`config.mk`:
```
export PLATFORM = sky130hd
export DESIGN_NAME = cache_dm_wt
export DESIGN_NICKNAME = d
export VERILOG_FILES = /design/src/rtl/cache_pkg.sv /design/src/rtl/cache_line_store.sv /design/src/rtl/cache_dm_wt.sv
export SDC_FILE = /design/constraint.sdc
export NUM_CORES = 1
export LEC_CHECK = 0
export CORE_MARGIN = 3
export CORE_UTILIZATION = 60
export DETAILED_ROUTE_END_ITERATION = 8
export GPL_TIMING_DRIVEN = 0
export HOLD_SLACK_MARGIN = 0.06
export PLACE_DENSITY = 0.85
export SYNTH_ARGS = -nofsm -noshare
export SYNTH_HDL_FRONTEND = slang
export SYNTH_HIERARCHICAL = 1
export SYNTH_SLANG_ARGS = --single-unit
```
`constraint.sdc`:
```
create_clock -name clk -period 44.9 [get_ports clk]
set_input_delay 4.49 -clock clk [delete_from_list [all_inputs] [get_ports clk]]
set_output_delay 4.49 -clock clk [all_outputs]
set_load 0.01 [all_outputs]
```
`src/rtl/cache_pkg.sv`:
```
// Shared types and address-split helpers for the direct-mapped write-through cache.
package cache_pkg;

  typedef enum logic [1:0] {
    IDLE  = 2'd0,
    FILL  = 2'd1,
    WRITE = 2'd2
  } cache_state_t;

  // Widest word address the helpers accept; callers zero-extend into it.
  localparam int unsigned ADDR_MAX_W = 32;

  // Line index: the low index_w bits of the word address.
  function automatic logic [ADDR_MAX_W-1:0] get_index(input logic [ADDR_MAX_W-1:0] addr,
                                                      input int unsigned           index_w);
    logic [ADDR_MAX_W-1:0] mask;
    mask = (32'd1 << index_w) - 32'd1;
    return addr & mask;
  endfunction

  // Tag: everything above the index bits.
  function automatic logic [ADDR_MAX_W-1:0] get_tag(input logic [ADDR_MAX_W-1:0] addr,
                                                    input int unsigned           index_w);
    return addr >> index_w;
  endfunction

endpackage

```
`src/rtl/cache_line_store.sv`:
```
// Valid/tag/data storage for the cache: combinational lookup, one write port,
// single-cycle invalidate of every line, async clear on reset.
module cache_line_store
  import cache_pkg::*;
#(
  parameter int unsigned INDEX_W = 4,
  parameter int unsigned TAG_W   = 6,
  parameter int unsigned DATA_W  = 32
) (
  input  logic               clk,
  input  logic               gen_reset,
  input  logic [INDEX_W-1:0] lookup_index,
  input  logic [TAG_W-1:0]   lookup_tag,
  output logic               lookup_hit,
  output logic [DATA_W-1:0]  lookup_data,
  input  logic               wr_en,
  input  logic [INDEX_W-1:0] wr_index,
  input  logic [TAG_W-1:0]   wr_tag,
  input  logic [DATA_W-1:0]  wr_data,
  input  logic               invalidate_all
);

  localparam int unsigned LINES = 2 ** INDEX_W;

  logic [LINES-1:0]  valid_r;
  logic [TAG_W-1:0]  tag_r  [LINES];
  logic [DATA_W-1:0] data_r [LINES];

  // Lookup is purely combinational so a read hit can be answered the next cycle.
  assign lookup_hit  = valid_r[lookup_index] && (tag_r[lookup_index] == lookup_tag);
  assign lookup_data = data_r[lookup_index];

  // Line storage: invalidate only touches valid bits; tags and data are kept.
  always_ff @(posedge clk or posedge gen_reset) begin
    if (gen_reset) begin
      valid_r <= '0;
      for (int i = 0; i < LINES; i++) begin
        tag_r[i]  <= '0;
        data_r[i] <= '0;
      end
    end else if (invalidate_all) begin
      valid_r <= '0;
    end else if (wr_en) begin
      valid_r[wr_index] <= 1'b1;
      tag_r[wr_index]   <= wr_tag;
      data_r[wr_index]  <= wr_data;
    end
  end

endmodule

```
`src/rtl/cache_dm_wt.sv`:
```
// Direct-mapped, write-through, no-write-allocate cache, one word per line.
// Holds the request FSM, captured memory request, and read hit/miss counters.
module cache_dm_wt
  import cache_pkg::*;
#(
  parameter int unsigned ADDR_W  = 10,
  parameter int unsigned DATA_W  = 32,
  parameter int unsigned INDEX_W = 4,
  parameter int unsigned CNT_W   = 16
) (
  input  logic              clk,
  input  logic              gen_reset,
  input  logic              cpu_req,
  input  logic              cpu_we,
  input  logic [ADDR_W-1:0] cpu_addr,
  input  logic [DATA_W-1:0] cpu_wdata,
  output logic              cpu_ready,
  output logic              cpu_done,
  output logic [DATA_W-1:0] cpu_rdata,
  input  logic              flush,
  output logic              mem_req,
  output logic              mem_we,
  output logic [ADDR_W-1:0] mem_addr,
  output logic [DATA_W-1:0] mem_wdata,
  input  logic              mem_ack,
  input  logic [DATA_W-1:0] mem_rdata,
  output logic [CNT_W-1:0]  hit_cnt,
  output logic [CNT_W-1:0]  miss_cnt
);

  localparam int unsigned    TAG_W   = ADDR_W - INDEX_W;
  localparam logic [CNT_W-1:0] CNT_MAX = '1;
  localparam logic [CNT_W-1:0] CNT_ONE = {{(CNT_W-1){1'b0}}, 1'b1};

  cache_state_t        state_r;
  cache_state_t        state_next_s;

  logic                cpu_ready_s;
  logic                accept_s;
  logic                rd_hit_s;
  logic                rd_miss_s;
  logic                wr_acc_s;
  logic                mem_done_s;
  logic                fill_ack_s;

  logic [INDEX_W-1:0]  cpu_index_s;
  logic [TAG_W-1:0]    cpu_tag_s;
  logic [INDEX_W-1:0]  fill_index_s;
  logic [TAG_W-1:0]    fill_tag_s;

  logic                lookup_hit_s;
  logic [DATA_W-1:0]   lookup_data_s;
  logic                store_wr_en_s;
  logic [INDEX_W-1:0]  store_wr_index_s;
  logic [TAG_W-1:0]    store_wr_tag_s;
  logic [DATA_W-1:0]   store_wr_data_s;
  logic                invalidate_s;

  logic                cpu_done_r;
  logic [DATA_W-1:0]   cpu_rdata_r;
  logic                mem_req_r;
  logic                mem_we_r;
  logic [ADDR_W-1:0]   mem_addr_r;
  logic [DATA_W-1:0]   mem_wdata_r;
  logic [CNT_W-1:0]    hit_cnt_r;
  logic [CNT_W-1:0]    miss_cnt_r;

  // Address split for the incoming request and for the outstanding fill.
  assign cpu_index_s  = INDEX_W'(get_index(ADDR_MAX_W'(cpu_addr), INDEX_W));
  assign cpu_tag_s    = TAG_W'(get_tag(ADDR_MAX_W'(cpu_addr), INDEX_W));
  assign fill_index_s = INDEX_W'(get_index(ADDR_MAX_W'(mem_addr_r), INDEX_W));
  assign fill_tag_s   = TAG_W'(get_tag(ADDR_MAX_W'(mem_addr_r), INDEX_W));

  // Requests are only taken in IDLE, and a flush in IDLE blocks acceptance.
  assign cpu_ready_s = (state_r == IDLE) && !flush;
  assign accept_s    = cpu_req && cpu_ready_s;
  assign rd_hit_s    = accept_s && !cpu_we && lookup_hit_s;
  assign rd_miss_s   = accept_s && !cpu_we && !lookup_hit_s;
  assign wr_acc_s    = accept_s && cpu_we;
  assign fill_ack_s  = (state_r == FILL) && mem_ack;
  assign invalidate_s = (state_r == IDLE) && flush;

  cache_line_store #(
    .INDEX_W (INDEX_W),
    .TAG_W   (TAG_W),
    .DATA_W  (DATA_W)
  ) u_line_store (
    .clk            (clk),
    .gen_reset      (gen_reset),
    .lookup_index   (cpu_index_s),
    .lookup_tag     (cpu_tag_s),
    .lookup_hit     (lookup_hit_s),
    .lookup_data    (lookup_data_s),
    .wr_en          (store_wr_en_s),
    .wr_index       (store_wr_index_s),
    .wr_tag         (store_wr_tag_s),
    .wr_data        (store_wr_data_s),
    .invalidate_all (invalidate_s)
  );

  // State register.
  always_ff @(posedge clk or posedge gen_reset) begin
    if (gen_reset) begin
      state_r <= IDLE;
    end else begin
      state_r <= state_next_s;
    end
  end

  // Next-state decode; mem_done_s marks the ack that completes FILL or WRITE.
  always_comb begin
    state_next_s = state_r;
    mem_done_s   = 1'b0;
    case (state_r)
      IDLE: begin
        if (rd_miss_s) begin
          state_next_s = FILL;
        end else if (wr_acc_s) begin
          state_next_s = WRITE;
        end else begin
          state_next_s = IDLE;
        end
      end
      FILL, WRITE: begin
        if (mem_ack) begin
          state_next_s = IDLE;
          mem_done_s   = 1'b1;
        end else begin
          state_next_s = state_r;
          mem_done_s   = 1'b0;
        end
      end
      default: begin
        state_next_s = IDLE;
        mem_done_s   = 1'b0;
      end
    endcase
  end

  // Line write select: a completed fill installs the line; a write hit updates it in place.
  always_comb begin
    store_wr_en_s    = 1'b0;
    store_wr_index_s = cpu_index_s;
    store_wr_tag_s   = cpu_tag_s;
    store_wr_data_s  = cpu_wdata;
    if (fill_ack_s) begin
      store_wr_en_s    = 1'b1;
      store_wr_index_s = fill_index_s;
      store_wr_tag_s   = fill_tag_s;
      store_wr_data_s  = mem_rdata;
    end else if (wr_acc_s && lookup_hit_s) begin
      store_wr_en_s    = 1'b1;
      store_wr_index_s = cpu_index_s;
      store_wr_tag_s   = cpu_tag_s;
      store_wr_data_s  = cpu_wdata;
    end else begin
      store_wr_en_s    = 1'b0;
      store_wr_index_s = cpu_index_s;
      store_wr_tag_s   = cpu_tag_s;
      store_wr_data_s  = cpu_wdata;
    end
  end

  // CPU response: done pulses once per request; read data holds across writes.
  always_ff @(posedge clk or posedge gen_reset) begin
    if (gen_reset) begin
      cpu_done_r  <= 1'b0;
      cpu_rdata_r <= '0;
    end else begin
      cpu_done_r <= rd_hit_s || mem_done_s;
      if (rd_hit_s) begin
        cpu_rdata_r <= lookup_data_s;
      end else if (fill_ack_s) begin
        cpu_rdata_r <= mem_rdata;
      end
    end
  end

  // Memory request: captured at acceptance, held stable until the ack.
  always_ff @(posedge clk or posedge gen_reset) begin
    if (gen_reset) begin
      mem_req_r   <= 1'b0;
      mem_we_r    <= 1'b0;
      mem_addr_r  <= '0;
      mem_wdata_r <= '0;
    end else if (rd_miss_s || wr_acc_s) begin
      mem_req_r  <= 1'b1;
      mem_we_r   <= cpu_we;
      mem_addr_r <= cpu_addr;
      if (cpu_we) begin
        mem_wdata_r <= cpu_wdata;
      end
    end else if (mem_done_s) begin
      mem_req_r <= 1'b0;
      mem_we_r  <= 1'b0;
    end
  end

  // Saturating read hit/miss counters, bumped at acceptance.
  always_ff @(posedge clk or posedge gen_reset) begin
    if (gen_reset) begin
      hit_cnt_r  <= '0;
      miss_cnt_r <= '0;
    end else begin
      if (rd_hit_s && (hit_cnt_r != CNT_MAX)) begin
        hit_cnt_r <= hit_cnt_r + CNT_ONE;
      end
      if (rd_miss_s && (miss_cnt_r != CNT_MAX)) begin
        miss_cnt_r <= miss_cnt_r + CNT_ONE;
      end
    end
  end

  assign cpu_ready = cpu_ready_s;
  assign cpu_done  = cpu_done_r;
  assign cpu_rdata = cpu_rdata_r;
  assign mem_req   = mem_req_r;
  assign mem_we    = mem_we_r;
  assign mem_addr  = mem_addr_r;
  assign mem_wdata = mem_wdata_r;
  assign hit_cnt   = hit_cnt_r;
  assign miss_cnt  = miss_cnt_r;

endmodule

```
---- Word-level counts from Yosys, hierarchy flattened ----
Index checks and enable logic that the tools add are counted.
operators by class
  order comparisons ....................... 6
  add/sub/neg operators ................... 2
  bitwise operators ....................... 4
  equality and inequality tests ........... 6
  reductions and logical operators ........ 26
  mux-type cells .......................... 34
operators with widths
  operator                                                            count
  bitwise mux 512 bit                                                 1
  2-to-1 mux 32 bit                                                   6
  binary-select mux 32 bit (select 4 bit)                             1
  demux 32 bit (select 4 bit)                                         1
  bitwise mux 96 bit                                                  1
  adder 16 x 1 -> 16 bit (second input constant)                      2
  2-to-1 mux 16 bit                                                   2
  != test 16 bit (second input constant)                              2
  binary-select mux 6 bit (select 4 bit)                              1
  demux 6 bit (select 4 bit)                                          1
  2-to-1 mux 6 bit                                                    4
  bitwise OR 16 bit                                                   1
  logical AND 1 bit                                                   14
  greater-or-equal comparator 5 bit (second input constant)           2
  less-than comparator 4 x 5 -> 1 bit (second input constant)         2
  inverter 4 -> 5 bit                                                 2
  2-to-1 mux 1 bit                                                    9
  equality test 6 bit                                                 1
  2-to-1 mux 2 bit                                                    3
  nonzero test 2 bit                                                  3
  less-than comparator 5 x 1 -> 1 bit (second input constant)         1
  binary-select mux 1 bit (select 4 bit)                              1
  demux 1 bit (select 4 bit)                                          1
  greater-or-equal comparator 4 x 1 -> 1 bit (second input constant)  1
  11 further kinds                                                    15
storage, ports and cells
  register bits after elaboration ......... 735
  output and inout bits ................... 110
  input bits .............................. 80

---- Depth between registers and ports, before layout ----
  depth after elaboration ................. 11
  depth in mapped cells ................... 19
  depth with buffers taken out ............ 13

---- Modules after synthesis ----
Netlist, hierarchy kept.
by module, submodules not included
  module            cells an instance  times used  area an instance (um^2)
  cache_line_store  1691               1           28048.2
  cache_dm_wt       533                1           5186.2

---- Worst setup path before layout ----
Ideal clock, no wire load.
  path kind ............................... input to output
  start point ............................. input flush
  end point ............................... output cpu_ready
  slack ................................... 35711 ps
  cell stages on the path ................. 1
  required time ........................... 40410 ps
  arrival ................................. 4699 ps
  path through ............................ nor2b_1
on the way
  word-level cells in the longest chain between the ends .. 2
ends and longest elaborated chain
  what               line               text
  start, declared    cache_dm_wt.sv:20  input logic flush,
  zero test 1 bit    cache_dm_wt.sv:75  assign cpu_ready_s = (state_r == IDLE) && !flush;
  logical AND 1 bit  cache_dm_wt.sv:75
  end, declared      cache_dm_wt.sv:17  output logic cpu_ready,
Every way passes these cells.

---- Final worst setup path ----
Same ends and word-level chain as after synthesis.

==> impl_metrics.py <==
metrics = {
    "yosys": {
        "synthCells": 2224,
        "async_flop_share_pct": 100,
        "muxShareOfSynthArea_pct": 35.3,
        "synth-simple-area-share_pct": 4.47,
        "yosysWarningCount": 6,
        "synth.largest_area_cell": "dfrtp_1",
        "synth-compound-area-share_pct": 1.37,
        "synth_xor_area_share_pct": 0.896,
        "yosysSeqAreaShare_pct": 55.3,
        "syn_area_per_cell_um2": 14.9,
        "synthFlopType": "dfrtp_1",
        "ys_ff_latch": 735,
        "syn-num-nets": 2308,
        "synth_fa_ha_area_share_pct": 0.151,
        "netlist.area_leader.share_pct": 55.3,
        "yosys-top-cells-area": "dfrtp_1, mux2_2, mux4_2",
        "synth-edff-count": 0,
        "syn_area_mm2": 0.0332,
        "synth_top_family_by_area": "multiplexers",
        "ys_types": 50,
    },
    "drt": {
        "wire_per_inst_um": 27.0,
        "drt-pass1-iter-count": 7,
        "routed_wirelength_um": 88800,
        "drc_errors": 0,
        "drt.antenna.violating_nets": 0,
        "num_vias": 21100,
        "drtIter0Drc": 1813,
        "drt-vias-per-instance": 6.40,
    },
    "run": {
        "cap_viol_max_count": 0,
    },
    "hold_path": {
        "hold_path_depth": 1,
        "min_from": "u_line_store/valid_r[7]$_DFFE_PP0P_",
        "min_to": "u_line_store/valid_r[7]$_DFFE_PP0P_",
        "hp-class": "reg2reg",
    },
    "pwr": {
        "p_sw_share_pct": 24.0,
        "p_leak_uw": 0.0187,
        "pwr-share-seq_pct": 46.7,
        "p_per_area_mw_per_mm2": 41.4,
        "switchingPower_uw": 385,
        "max-vdd-ir-drop_mv": 0.0385,
        "clock_power_share_pct": 40.6,
        "p_int_uw": 1220,
        "pwr-share-comb_pct": 12.7,
    },
    "worst_setup_path": {
        "required_ns": 40.41,
        "critPathKind": "in2out",
        "reg2regPathDepth": 16,
        "reg2reg_from": "u_line_store/tag_r[62]$_DFFE_PP0P_",
        "cp-start-kind": "primary input",
        "worstPathMaxFanout": 4,
        "r2r_end": "u_line_store/tag_r[30]$_DFFE_PP0P_",
        "end_kind": "primary output",
        "cp.arrival_ns": 5.72,
        "rrSetupSlack_ns": 39.64,
    },
    "sta": {
        "finalMaxSlewViolations": 0,
        "finalClockSkew_ns": 0.0155,
        "grt_setup_unrepaired": "no",
        "fmax_ghz": 0.0979,
        "min_period_ns": 10.21,
        "slew_headroom_pct": 24.2,
        "worstMarginPinSlew_ns": 1.14,
        "setup_viol": 0,
        "whs_ns": 0.478,
        "fin_crit_sh_pct": 22.7,
        "hold_violations": 0,
        "fin_tns_setup_ns": 0,
    },
    "final_layout": {
        "fin_util_pct": 71.4,
        "area.growth.synth_to_final_pct": 16.8,
        "layout_common_cells": "dfrtp_1, mux2_2, nand2_1, clkdlybuf4s50_1, mux4_2",
        "fillers": 3343,
        "drive_gt1_share_pct": 39.7,
        "nets": 2581,
        "design_area_mm2": 0.0388,
        "diodes": 0,
        "final_common_cell": "dfrtp_1",
    },
    "die": {
        "die_area_mm2": 0.0582,
        "core_mm2": 0.0543,
        "rows": 85,
        "start_util_pct": 61.2,
        "die_y_um": 241,
        "die_w_um": 241,
        "pin_count": 190,
    },
    "clock_network": {
        "clkTransAtPathRegs_ns": 0.06,
        "h-tree-depth": 3,
        "cts.sinks": 735,
        "root_buffer": "clkbuf_16",
        "post_cts_resize_count": 0,
        "clkLatencyLatePin_ns": 0.61,
        "cts_buffers": 76,
        "cts_max_path_buffers": 3,
        "cts_hold_buf": 0,
        "cts_tree": "yes",
        "post_cts_buffers": 0,
    },
    "place": {
        "hpwlAfterDp_um": 58000,
        "gp_congestion": 0.851,
        "placedInstanceArea_mm2": 0.0362,
        "port-buffer-count": 189,
    },
    "grt": {
        "grt_pass1_vias": 22400,
        "track_usage_pct": 31.0,
        "antenna_found_initial": 2,
        "grt_overflow": 0,
        "grt_max_degree": 144,
        "grt_pass1_wl_um": 134000,
    },
    "outcome": {
        "status": "completed",
    },
}
state kept, by name (all words and copies together), names as in the netlist:
name / cells
cpu_done: 1
u_line_store/data_r: 512
cpu_rdata: 32
state_r: 2
miss_cnt: 16
mem_addr: 10
hit_cnt: 16
mem_wdata: 32
mem_req: 1
u_line_store/tag_r: 96
mem_we: 1
u_line_store/valid_r: 16
layer usage:
metal / up-vias / global-route usage [%] / part of all wire [%]
li1: 8689 / - / -
met1: 11200 / 40.9 / 39
met2: 977 / 49.5 / 48
met3: 252 / 8.21 / 8.5
met4: 4 / 13.5 / 4.4
met5: - / 0 / 0.030
worst max-delay path, stage by stage:
cell and delay, ns:
clkdlybuf4s50_1 0.48, nor2b_1 0.19, clkdlybuf4s50_1 0.56
metrics by stage:
step           total power [µW]  std cells  setup WS, ns
3_3_place_gp                950       3152         17.53
5_1_grt                    1660       3293         34.64
6_report                   1610       3293         34.69
4_1_cts                    1610       3293         34.69
2_1_floorplan               870       2224         22.93
3_5_place_dp                963       3158         34.51
power groups by stage:
stage,logic [µW],clock network [µW],registers (µW)
floorplan,108,0,762
global placement,194,0,756
detailed placement,203,0,760
CTS,205,659,749
global route,219,688,755
finish,203,652,750
worst max path at each step:
stage,from,to,slack [ns]
after floorplan,gen_reset,u_line_store/data_r[0]$_DFFE_PP0P_,22.93
after global placement,gen_reset,u_line_store/data_r[38]$_DFFE_PP0P_,17.53
after detailed placement,cpu_addr[2],u_line_store/data_r[160]$_DFFE_PP0P_,34.51
after CTS,flush,cpu_ready,34.69
after global routing,cpu_addr[2],u_line_store/data_r[357]$_DFFE_PP0P_,34.64
final,flush,cpu_ready,34.69
cell families (layout without fill, tap and decap cells):
kind of cell | after synthesis | in the layout
compound gates | 74 | 74
xor+xnor | 34 | 34
fa+ha+maj | 4 | 4
buf+inv | 196 | 526
flops | 735 | 735
mux | 859 | 859
simple gates | 322 | 322
cell type report:
cell class / instances / area, µm² / share of cell area (%)
sequential: 735 / 18400 / 47.4
multi-input combinational: 1293 / 14000 / 36.1
clock buffer: 114 / 2300 / 5.93
timing repair buffer: 195 / 2060 / 5.30
tap: 739 / 925 / 2.38
buffer: 175 / 751 / 1.93
clock inverter: 21 / 292 / 0.751
inverter: 21 / 91.3 / 0.235
cell usage after synthesis (17+ instances only):
master and count:
inv_1 20, nand2_1 191, a31oi_1 38, buf_2 51, nor2_1 46, mux2_2 635
mux2i_1 17, mux4_2 184, dfrtp_1 735, xor2_1 19, mux2_1 23, clkbuf_1 105
Power figures use the tool's default switching activity.
